`config.mk`:
```
export PLATFORM = sky130hd
export DESIGN_NAME = phy_rx_sync_ctrl
export DESIGN_NICKNAME = d
export VERILOG_FILES = /design/src/rtl/phy_rx_pkg.sv /design/src/rtl/phy_rx_sat_counter.sv /design/src/rtl/phy_rx_sync_ctrl.sv
export SDC_FILE = /design/constraint.sdc
export NUM_CORES = 1
export LEC_CHECK = 0
export ABC_AREA = 0
export ABC_CLOCK_PERIOD_IN_PS = 3100
export BUFFER_PORTS_ARGS = -buffer_cell sky130_fd_sc_hd__clkbuf_2
export CAP_MARGIN = 0
export CORE_MARGIN = 3
export CORE_UTILIZATION = 55
export CTS_CLUSTER_SIZE = 14
export DETAILED_ROUTE_END_ITERATION = 6
export PLACE_DENSITY_LB_ADDON = 0.05
export SYNTH_ARGS = -nofsm -noshare
export SYNTH_HDL_FRONTEND = slang
export SYNTH_HIERARCHICAL = 1
export SYNTH_SLANG_ARGS = --single-unit
```
`constraint.sdc`:
```
create_clock -name clk_4f -period 3.1 [get_ports clk_4f]
set_input_delay 0.31 -clock clk_4f [delete_from_list [all_inputs] [get_ports clk_4f]]
set_output_delay 0.31 -clock clk_4f [all_outputs]
set_load 0.05 [all_outputs]
```
`src/rtl/phy_rx_pkg.sv`:
```
// Shared PHY receive-side definitions.
// Holds the link FSM state encoding and the line symbols. The deserializer
// and the TX side use the same constants.
package phy_rx_pkg;

  localparam logic [1:0] ST_SEARCH  = 2'd0;
  localparam logic [1:0] ST_LOCKING = 2'd1;
  localparam logic [1:0] ST_ACTIVE  = 2'd2;
  localparam logic [1:0] ST_LOSS    = 2'd3;

  typedef enum logic [1:0] {
    SEARCH  = ST_SEARCH,
    LOCKING = ST_LOCKING,
    ACTIVE  = ST_ACTIVE,
    LOSS    = ST_LOSS
  } rx_state_e;

  localparam logic [7:0] SYM_COMMA = 8'hBC;
  localparam logic [7:0] SYM_IDLE  = 8'h7C;

endpackage

```
`src/rtl/phy_rx_sat_counter.sv`:
```
// Saturating up-counter with a synchronous clear.
// Ports:
//   clk_4f  - byte clock (rising edge)
//   reset_L - asynchronous active-low reset
//   clr     - synchronous clear; it takes priority over inc
//   inc     - count up by one, holding at MAX
//   count   - current count (registered)
module phy_rx_sat_counter #(
  parameter int unsigned W   = 4,
  parameter int unsigned MAX = 15
) (
  input  logic         clk_4f,
  input  logic         reset_L,
  input  logic         clr,
  input  logic         inc,
  output logic [W-1:0] count
);

  localparam logic [W-1:0] MAX_V = W'(MAX);

  always_ff @(posedge clk_4f or negedge reset_L) begin
    if (!reset_L) begin
      count <= '0;
    end else if (clr) begin
      count <= '0;
    end else if (inc && (count != MAX_V)) begin
      count <= count + W'(1);
    end
  end

endmodule

```
`src/rtl/phy_rx_sync_ctrl.sv`:
```
// Receive-side link sync controller on the byte clock.
// The controller searches for LOCK_CNT consecutive valid commas and then
// declares the lane active. While the lane is active, it forwards payload
// bytes and drops comma/idle fill. LOSS_CNT consecutive invalid cycles drop
// the lane through a one-cycle LOSS state back to SEARCH.
// Ports:
//   clk_4f     - byte clock (rising edge)
//   reset_L    - asynchronous active-low reset
//   enable     - lane enable; when low, the lane returns to SEARCH
//   data_in    - byte from the deserializer
//   valid_in   - data_in qualifier
//   data_out   - forwarded payload byte (registered)
//   valid_out  - data_out qualifier
//   active_out - lane is in ACTIVE (asserts one cycle after entry)
//   state_out  - current FSM state
//   comma_cnt  - consecutive comma count, held at LOCK_CNT while ACTIVE
//   err_count  - saturating ACTIVE->LOSS count (only when PHY_RX_SYNC_ERR_CNT_EN is defined)
module phy_rx_sync_ctrl
  import phy_rx_pkg::*;
#(
  parameter logic [7:0]  COMMA    = SYM_COMMA,
  parameter logic [7:0]  IDLE_SYM = SYM_IDLE,
  parameter int unsigned LOCK_CNT = 4,
  parameter int unsigned LOSS_CNT = 3
) (
  input  logic       clk_4f,
  input  logic       reset_L,
  input  logic       enable,
  input  logic [7:0] data_in,
  input  logic       valid_in,
  output logic [7:0] data_out,
  output logic       valid_out,
  output logic       active_out,
  output logic [1:0] state_out,
  output logic [3:0] comma_cnt
`ifdef PHY_RX_SYNC_ERR_CNT_EN
  ,
  output logic [7:0] err_count
`endif
);

  localparam logic [3:0] LOCK_V = 4'(LOCK_CNT);
  localparam logic [3:0] LOSS_V = 4'(LOSS_CNT);

  rx_state_e  state_q, state_d;
  logic [3:0] loss_q;
  logic       comma_inc, comma_clr, loss_inc, loss_clr;
  logic       is_comma, is_payload;

  assign is_comma   = valid_in && (data_in == COMMA);
  assign is_payload = valid_in && (data_in != COMMA) && (data_in != IDLE_SYM);
  assign state_out  = state_q;

  phy_rx_sat_counter #(.W(4), .MAX(LOCK_CNT)) u_comma_cnt (
    .clk_4f  (clk_4f),
    .reset_L (reset_L),
    .clr     (comma_clr),
    .inc     (comma_inc),
    .count   (comma_cnt)
  );

  phy_rx_sat_counter #(.W(4), .MAX(LOSS_CNT)) u_loss_cnt (
    .clk_4f  (clk_4f),
    .reset_L (reset_L),
    .clr     (loss_clr),
    .inc     (loss_inc),
    .count   (loss_q)
  );

  always_comb begin
    state_d   = state_q;
    comma_inc = 1'b0;
    comma_clr = 1'b0;
    loss_inc  = 1'b0;
    loss_clr  = 1'b0;
    if (!enable) begin
      state_d   = SEARCH;
      comma_clr = 1'b1;
      loss_clr  = 1'b1;
    end else begin
      case (state_q)
        SEARCH: begin
          loss_clr = 1'b1;
          if (is_comma) begin
            comma_inc = 1'b1;
            state_d   = (LOCK_V == 4'd1) ? ACTIVE : LOCKING;
          end else begin
            comma_clr = 1'b1;
          end
        end
        LOCKING: begin
          loss_clr = 1'b1;
          if (is_comma) begin
            comma_inc = 1'b1;
            if ((comma_cnt + 4'd1) == LOCK_V) state_d = ACTIVE;
          end else begin
            comma_clr = 1'b1;
            state_d   = SEARCH;
          end
        end
        ACTIVE: begin
          // comma_cnt is left alone so it holds LOCK_CNT while the lane is active.
          // Commas never count toward loss, so the loss condition takes precedence.
          if (valid_in) begin
            loss_clr = 1'b1;
          end else if (loss_q == (LOSS_V - 4'd1)) begin
            state_d   = LOSS;
            loss_clr  = 1'b1;
            comma_clr = 1'b1;
          end else begin
            loss_inc = 1'b1;
          end
        end
        LOSS: begin
          state_d   = SEARCH;
          comma_clr = 1'b1;
          loss_clr  = 1'b1;
        end
        default: begin
          state_d   = SEARCH;
          comma_clr = 1'b1;
          loss_clr  = 1'b1;
        end
      endcase
    end
  end

  always_ff @(posedge clk_4f or negedge reset_L) begin
    if (!reset_L) begin
      state_q    <= SEARCH;
      data_out   <= 8'h00;
      valid_out  <= 1'b0;
      active_out <= 1'b0;
    end else begin
      state_q    <= state_d;
      valid_out  <= enable && (state_q == ACTIVE) && is_payload;
      // This flag is high from the second ACTIVE cycle. It drops when the
      // FSM leaves ACTIVE, so it already reads low during LOSS.
      active_out <= (state_q == ACTIVE) && (state_d == ACTIVE);
      if (enable && (state_q == ACTIVE) && is_payload) data_out <= data_in;
    end
  end

`ifdef PHY_RX_SYNC_ERR_CNT_EN
  always_ff @(posedge clk_4f or negedge reset_L) begin
    if (!reset_L) begin
      err_count <= 8'h00;
    end else if ((state_q == ACTIVE) && (state_d == LOSS) && (err_count != 8'hFF)) begin
      err_count <= err_count + 8'd1;
    end
  end
`endif

endmodule

```
# Yosys cells after proc, flatten, opt, wreduce, memory -nomap -nowiden
# Cells that the tools add are included.
dict set report totals {
  word_cells 58
  out_inout_bits 16
  reg_bits 20
  inputBits 12
}
dict set report op_classes {
  n_mux 26
  addsub 2
  reduce_logical 13
  eq_ne 11
}
# op count
set ops {}
lappend ops {{2-to-1 mux 4 bit} 4}
lappend ops {{2-to-1 mux 1 bit} 13}
lappend ops {{2-to-1 mux 2 bit} 6}
lappend ops {{adder 4 x 1 -> 4 bit (second input constant)} 2}
lappend ops {{== test 8 bit (second input constant)} 1}
lappend ops {{logical AND 1 bit} 8}
lappend ops {{!= test 8 x 7 -> 1 bit (second input constant)} 1}
lappend ops {{!= test 8 bit (second input constant)} 1}
lappend ops {{case mux 2 bit (4 select lines)} 1}
lappend ops {{== test 2 bit (second input constant)} 3}
lappend ops {{== test 4 x 2 -> 1 bit (second input constant)} 1}
lappend ops {{== test 4 x 3 -> 1 bit (second input constant)} 1}
lappend ops {{!= test 4 x 2 -> 1 bit (second input constant)} 1}
lappend ops {{!= test 4 x 3 -> 1 bit (second input constant)} 1}
lappend ops {{nonzero test 2 bit} 2}
lappend ops {{case mux 1 bit (3 select lines)} 1}
lappend ops {{OR reduction 3 bit} 1}
lappend ops {{== test 2 x 1 -> 1 bit (second input constant)} 1}
lappend ops {{zero test 2 bit} 1}
lappend ops {{case mux 1 bit (2 select lines)} 1}
lappend ops {{OR reduction 2 bit} 1}

# Logic depth before layout (Yosys ltp)
dict set report depth {
  word_depth 8
  ltp_mapped 6
  mapped_depth_nobuf 6
}

# Cells and area by module
# Netlist, hierarchy kept.
# mod instances cells_per_inst area_each_um2 seq_area_each_um2
set by_module_without_submodules {}
lappend by_module_without_submodules {phy_rx_sync_ctrl 1 63 696.9 300.3}
lappend by_module_without_submodules {{phy_rx_sat_counter at u_comma_cnt} 1 24 235.2 100.1}
lappend by_module_without_submodules {{phy_rx_sat_counter at u_loss_cnt} 1 20 216.5 100.1}

# Worst setup path before layout
# OpenSTA, ideal clock, no wires.
dict set report synth_path {
  path_kind {flip-flop to flip-flop}
  start {register state_q[1], in the netlist state_out[1]}
  end {register u_loss_cnt.count[0]}
  slack_ns 1.096
  n_path_buf 0
  synth_period_minus_slack_ns 2.004
  setup_ns 0.125
  stages_incl_launch_ff 6
  required_time_ns 2.975
  t_arrival_ns 1.879
  path_cell_list {dfrtp_1 -> nand2b_1 -> or2_4 -> nor3_1 -> a21boi_2 -> mux2_4}
}
dict set report synth_via {
  elab_chain_len 5
  word_cells_on_any_way 12
  cone_classes {eq/ne (3); mux (5); reduce/logical (4)}
}
# element line_no
set synth_rtl {}
lappend synth_rtl {{from (decl)} phy_rx_sync_ctrl.sv:45} ;# rx_state_e state_q, state_d;
lappend synth_rtl {{from (signal assigned)} phy_rx_sync_ctrl.sv:135} ;# state_q <= state_d;
lappend synth_rtl {{== test 2 bit} phy_rx_sync_ctrl.sv:81} ;# case (state_q)
lappend synth_rtl {{2-to-1 mux 1 bit} phy_rx_sync_ctrl.sv:81}
lappend synth_rtl {{2-to-1 mux 1 bit} phy_rx_sync_ctrl.sv:76} ;# if (!enable) begin
lappend synth_rtl {{via loss_inc} phy_rx_sync_ctrl.sv:47} ;# logic comma_inc, comma_clr, loss_inc, loss_clr;
lappend synth_rtl {{logical AND 1 bit} phy_rx_sat_counter.sv:26} ;# end else if (inc && (count != MAX_V)) begin
lappend synth_rtl {{nonzero test 2 bit (no source line)} -}
lappend synth_rtl {{to (signal assigned)} phy_rx_sat_counter.sv:27} ;# count <= count + W'(1);
lappend synth_rtl {{to (decl)} phy_rx_sat_counter.sv:16} ;# output logic [W-1:0] count
# The timed path passes the listed nets, and every way through them passes these cells.
# A chain may end at the register's enable or synchronous reset.

# Worst setup path after layout
dict set report layout_path {
  start {register u_loss_cnt.count[0]}
  end {register u_comma_cnt.count[0]}
}
dict set report layout_via {
  elab_chain_len 6
  word_cells_on_any_way 7
  cone_classes {eq/ne (1); mux (5); reduce/logical (1)}
}
# element line_no
set layout_rtl {}
lappend layout_rtl {{== test 4 x 2 -> 1 bit (*)} phy_rx_sync_ctrl.sv:106} ;# end else if (loss_q == (LOSS_V - 4'd1)) begin
lappend layout_rtl {{2-to-1 mux 1 bit (*)} phy_rx_sync_ctrl.sv:106}
lappend layout_rtl {{2-to-1 mux 1 bit (*)} phy_rx_sync_ctrl.sv:104} ;# if (valid_in) begin
lappend layout_rtl {{case mux 1 bit (3 select lines) (*)} phy_rx_sync_ctrl.sv:81}
lappend layout_rtl {{2-to-1 mux 1 bit (*)} phy_rx_sync_ctrl.sv:76}
lappend layout_rtl {{via comma_clr} phy_rx_sync_ctrl.sv:47}
lappend layout_rtl {{2-to-1 mux 4 bit or nonzero test 2 bit (tied branches)} -}
lappend layout_rtl {{to (signal assigned)} phy_rx_sat_counter.sv:27}
lappend layout_rtl {{to (decl)} phy_rx_sat_counter.sv:16}
# The timed path passes the listed nets; every way through them passes the cells marked *.

==> results_dict.tcl <==
set metrics [dict create \
    critPathTopFamily "compound AO/OA/AOI/OAI gates" \
    finalCritPeriodShare_pct 63.4 \
    clockBufferDepth 2 \
    hpwl_mm 1.65 \
    die_area_um2 2670 \
    overflow 0 \
    port_buffers 27 \
    final_common_cell "clkbuf_2" \
    htreeDepth 1 \
    clk_latency_ns 0.30 \
    grt_pass1_vias 921 \
    cp_max_fo 6 \
    drt-initial-drc-count 21 \
    cp_slowest_cell "o21ai_0" \
    max_cap_violations 0 \
    power-per-cell-area_nw_per_um2 391 \
    drc 0 \
    synth_area_um2 1150 \
    setup_slack_ns 1.13 \
    path_clk_slew_ns 0.11 \
    cts_resized 0 \
    cp.buffers_inverters 0 \
    setup_tns_ns 0 \
    cp_slowest_stage_delay_ns 0.50 \
    cp.required_ns 3.30 \
    yosys_register_bits 20 \
    vias 914 \
    syn_inst 107 \
    antenna_found_initial 0 \
    rsz0062_at_grt "false" \
    ant_nets 0 \
    end_kind "flip-flop" \
    drv_slew 0 \
    post_cts_buffers 0 \
    pre_cts_slack_ns 1.14 \
    ys_warn_count 6 \
    reg2reg_depth 5 \
    syn_nets 122 \
    gp_congestion 0.824 \
    fillers 155 \
    p_leak_uw 0.000669 \
    synth_flop_cell "dfrtp_1" \
    track_usage_pct 19.8 \
    die_h_um 51.7 \
    status "finished, final reports clean" \
    drive_above_1_share_pct 31.9 \
    cts_tree "yes" \
    ctsHoldBuffers 1 \
    via_per_inst 5.61 \
    chipWidth_um 51.7 \
    grt_max_degree 21 \
    hold_viol 0 \
    finalSetupViolations 0 \
    path_depth 5 \
    clockRootBuffer "clkbuf_4" \
    syn-mean-instance-area_um2 10.7 \
    numCtsBuffers 3 \
    place_area_um2 1300 \
    async_flop_share_pct 100 \
    crit_chain "nor4b_2 -> a21oi_1 -> o21ai_0 -> nor2_1 -> mux2_2" \
    num-nets-final 154 \
    holdPathStages 3 \
    wl_per_cell_um 13.5 \
    hp-class "in -> reg" \
    worst_setup_path_start_kind "flip-flop" \
    worstPathArrival_ns 2.16 \
    tightest_slew_ns 0.576 \
    synth.distinct_cells 38 \
    fmax_mhz 509 \
    synth_enable_flop_cells 0 \
    initial_core_util_pct 62.4 \
    clock_skew_ns 0.00240 \
    maxSlewHeadroom_pct 61.2 \
    cts.sinks 20 \
    period_needed_ns 1.97 \
    final_area_um2 1350 \
    rows 15 \
    area_growth_pct 17.5 \
    crit_type "reg -> reg" \
    diodes 0 \
    drt_wl_total_mm 2.20 \
    ir_worst_vdd_mv 0.376 \
    layout_common_cells "clkbuf_2, dfrtp_1, inv_1, nand2_1, nor2_1" \
    io_pins 28 \
    yosysSeqAreaShare_pct 43.6 \
    core_region_area_um2 1840 \
    grt_pass1_wl_mm 4.06 \
    drtPass1Iterations 4 \
]
## where the power goes
part           leakage (µW)  switching [µW]  internal, µW
Sequential         0.000267            7.40           272
Clock             0.0000210            80.3          71.6
Combinational      0.000381            71.1          25.7
## worst min-delay path: cells and delay by family
family,cells,cell delay (ns)
compound gates,1,0.07
buf+inv,2,0.14
## metal layers
| layer | track usage (%) | vias up | share of wire (%) |
|---|---|---|---|
| li1 | - | 453 | - |
| met1 | 26.3 | 436 | 50 |
| met2 | 33.1 | 23 | 46 |
| met3 | 2.58 | 2 | 3.5 |
| met4 | 6.55 | 0 | 0.86 |
| met5 | 0 | - | 0 |
## synth_stat cells, types with 3 or more instances
cell | n | area, µm²
ha_1 | 3 | 37.5
nor3_1 | 3 | 15.0
a21oi_1 | 4 | 20.0
nand2_1 | 7 | 26.3
inv_1 | 11 | 41.3
o22ai_1 | 4 | 25.0
o22a_1 | 4 | 35.0
nand4_1 | 3 | 18.8
dfrtp_1 | 20 | 500
nand2b_1 | 5 | 31.3
nor2_1 | 6 | 22.5
mux2i_1 | 4 | 40.0
## final timing paths
check,start,end,slack (ns)
max,u_loss_cnt/count[0],u_comma_cnt/count[0],1.13
min,data_in[0],data_out[0],0.26
max reg2reg,u_loss_cnt/count[0],u_comma_cnt/count[0],1.13
min reg2reg,data_out[2],data_out[2],0.50
max in group asynchronous,reset_L,data_out[2],2.25
min in group asynchronous,reset_L,u_loss_cnt/count[3],0.51
## flip-flops by register name, summed over array words and instances (netlist names)
| register | cells |
|---|---|
| active_out | 1 |
| valid_out | 1 |
| u_loss_cnt/count | 4 |
| data_out | 8 |
| state_out | 2 |
| u_comma_cnt/count | 4 |
## final cells by class
| type | instances | area [µm²] | area share [%] |
|---|---|---|---|
| multi-input cells | 75 | 596 | 44.1 |
| flip-flops and latches | 20 | 500 | 37.1 |
| repair buffers | 28 | 145 | 10.8 |
| inverters | 11 | 41.3 | 3.06 |
| clock buffers | 4 | 36.3 | 2.69 |
| well taps | 25 | 31.3 | 2.32 |
## cell families after synthesis
logic type,after synthesis,synth area share [%]
adder cells (fa/ha/maj),3,3.27
XOR/XNOR,2,2.18
AO/OA/AOI/OAI,23,16.4
multiplexers,6,5.77
AND/OR/NAND/NOR,41,24.2
buffers and inverters,12,4.58
flip-flops,20,43.6
## through the flow
stage               cells  hold slack [ns]  total power (µW)  utilization (%)
floorplan             107           0.0144               346                -
global placement      158            0.299               379             70.9
detailed placement    158            0.304               381             70.9
CTS                   163            0.254               532             73.4
global route          163            0.259               549             73.4
finish                163            0.260               528             73.4
Power figures use the tool's default switching activity.
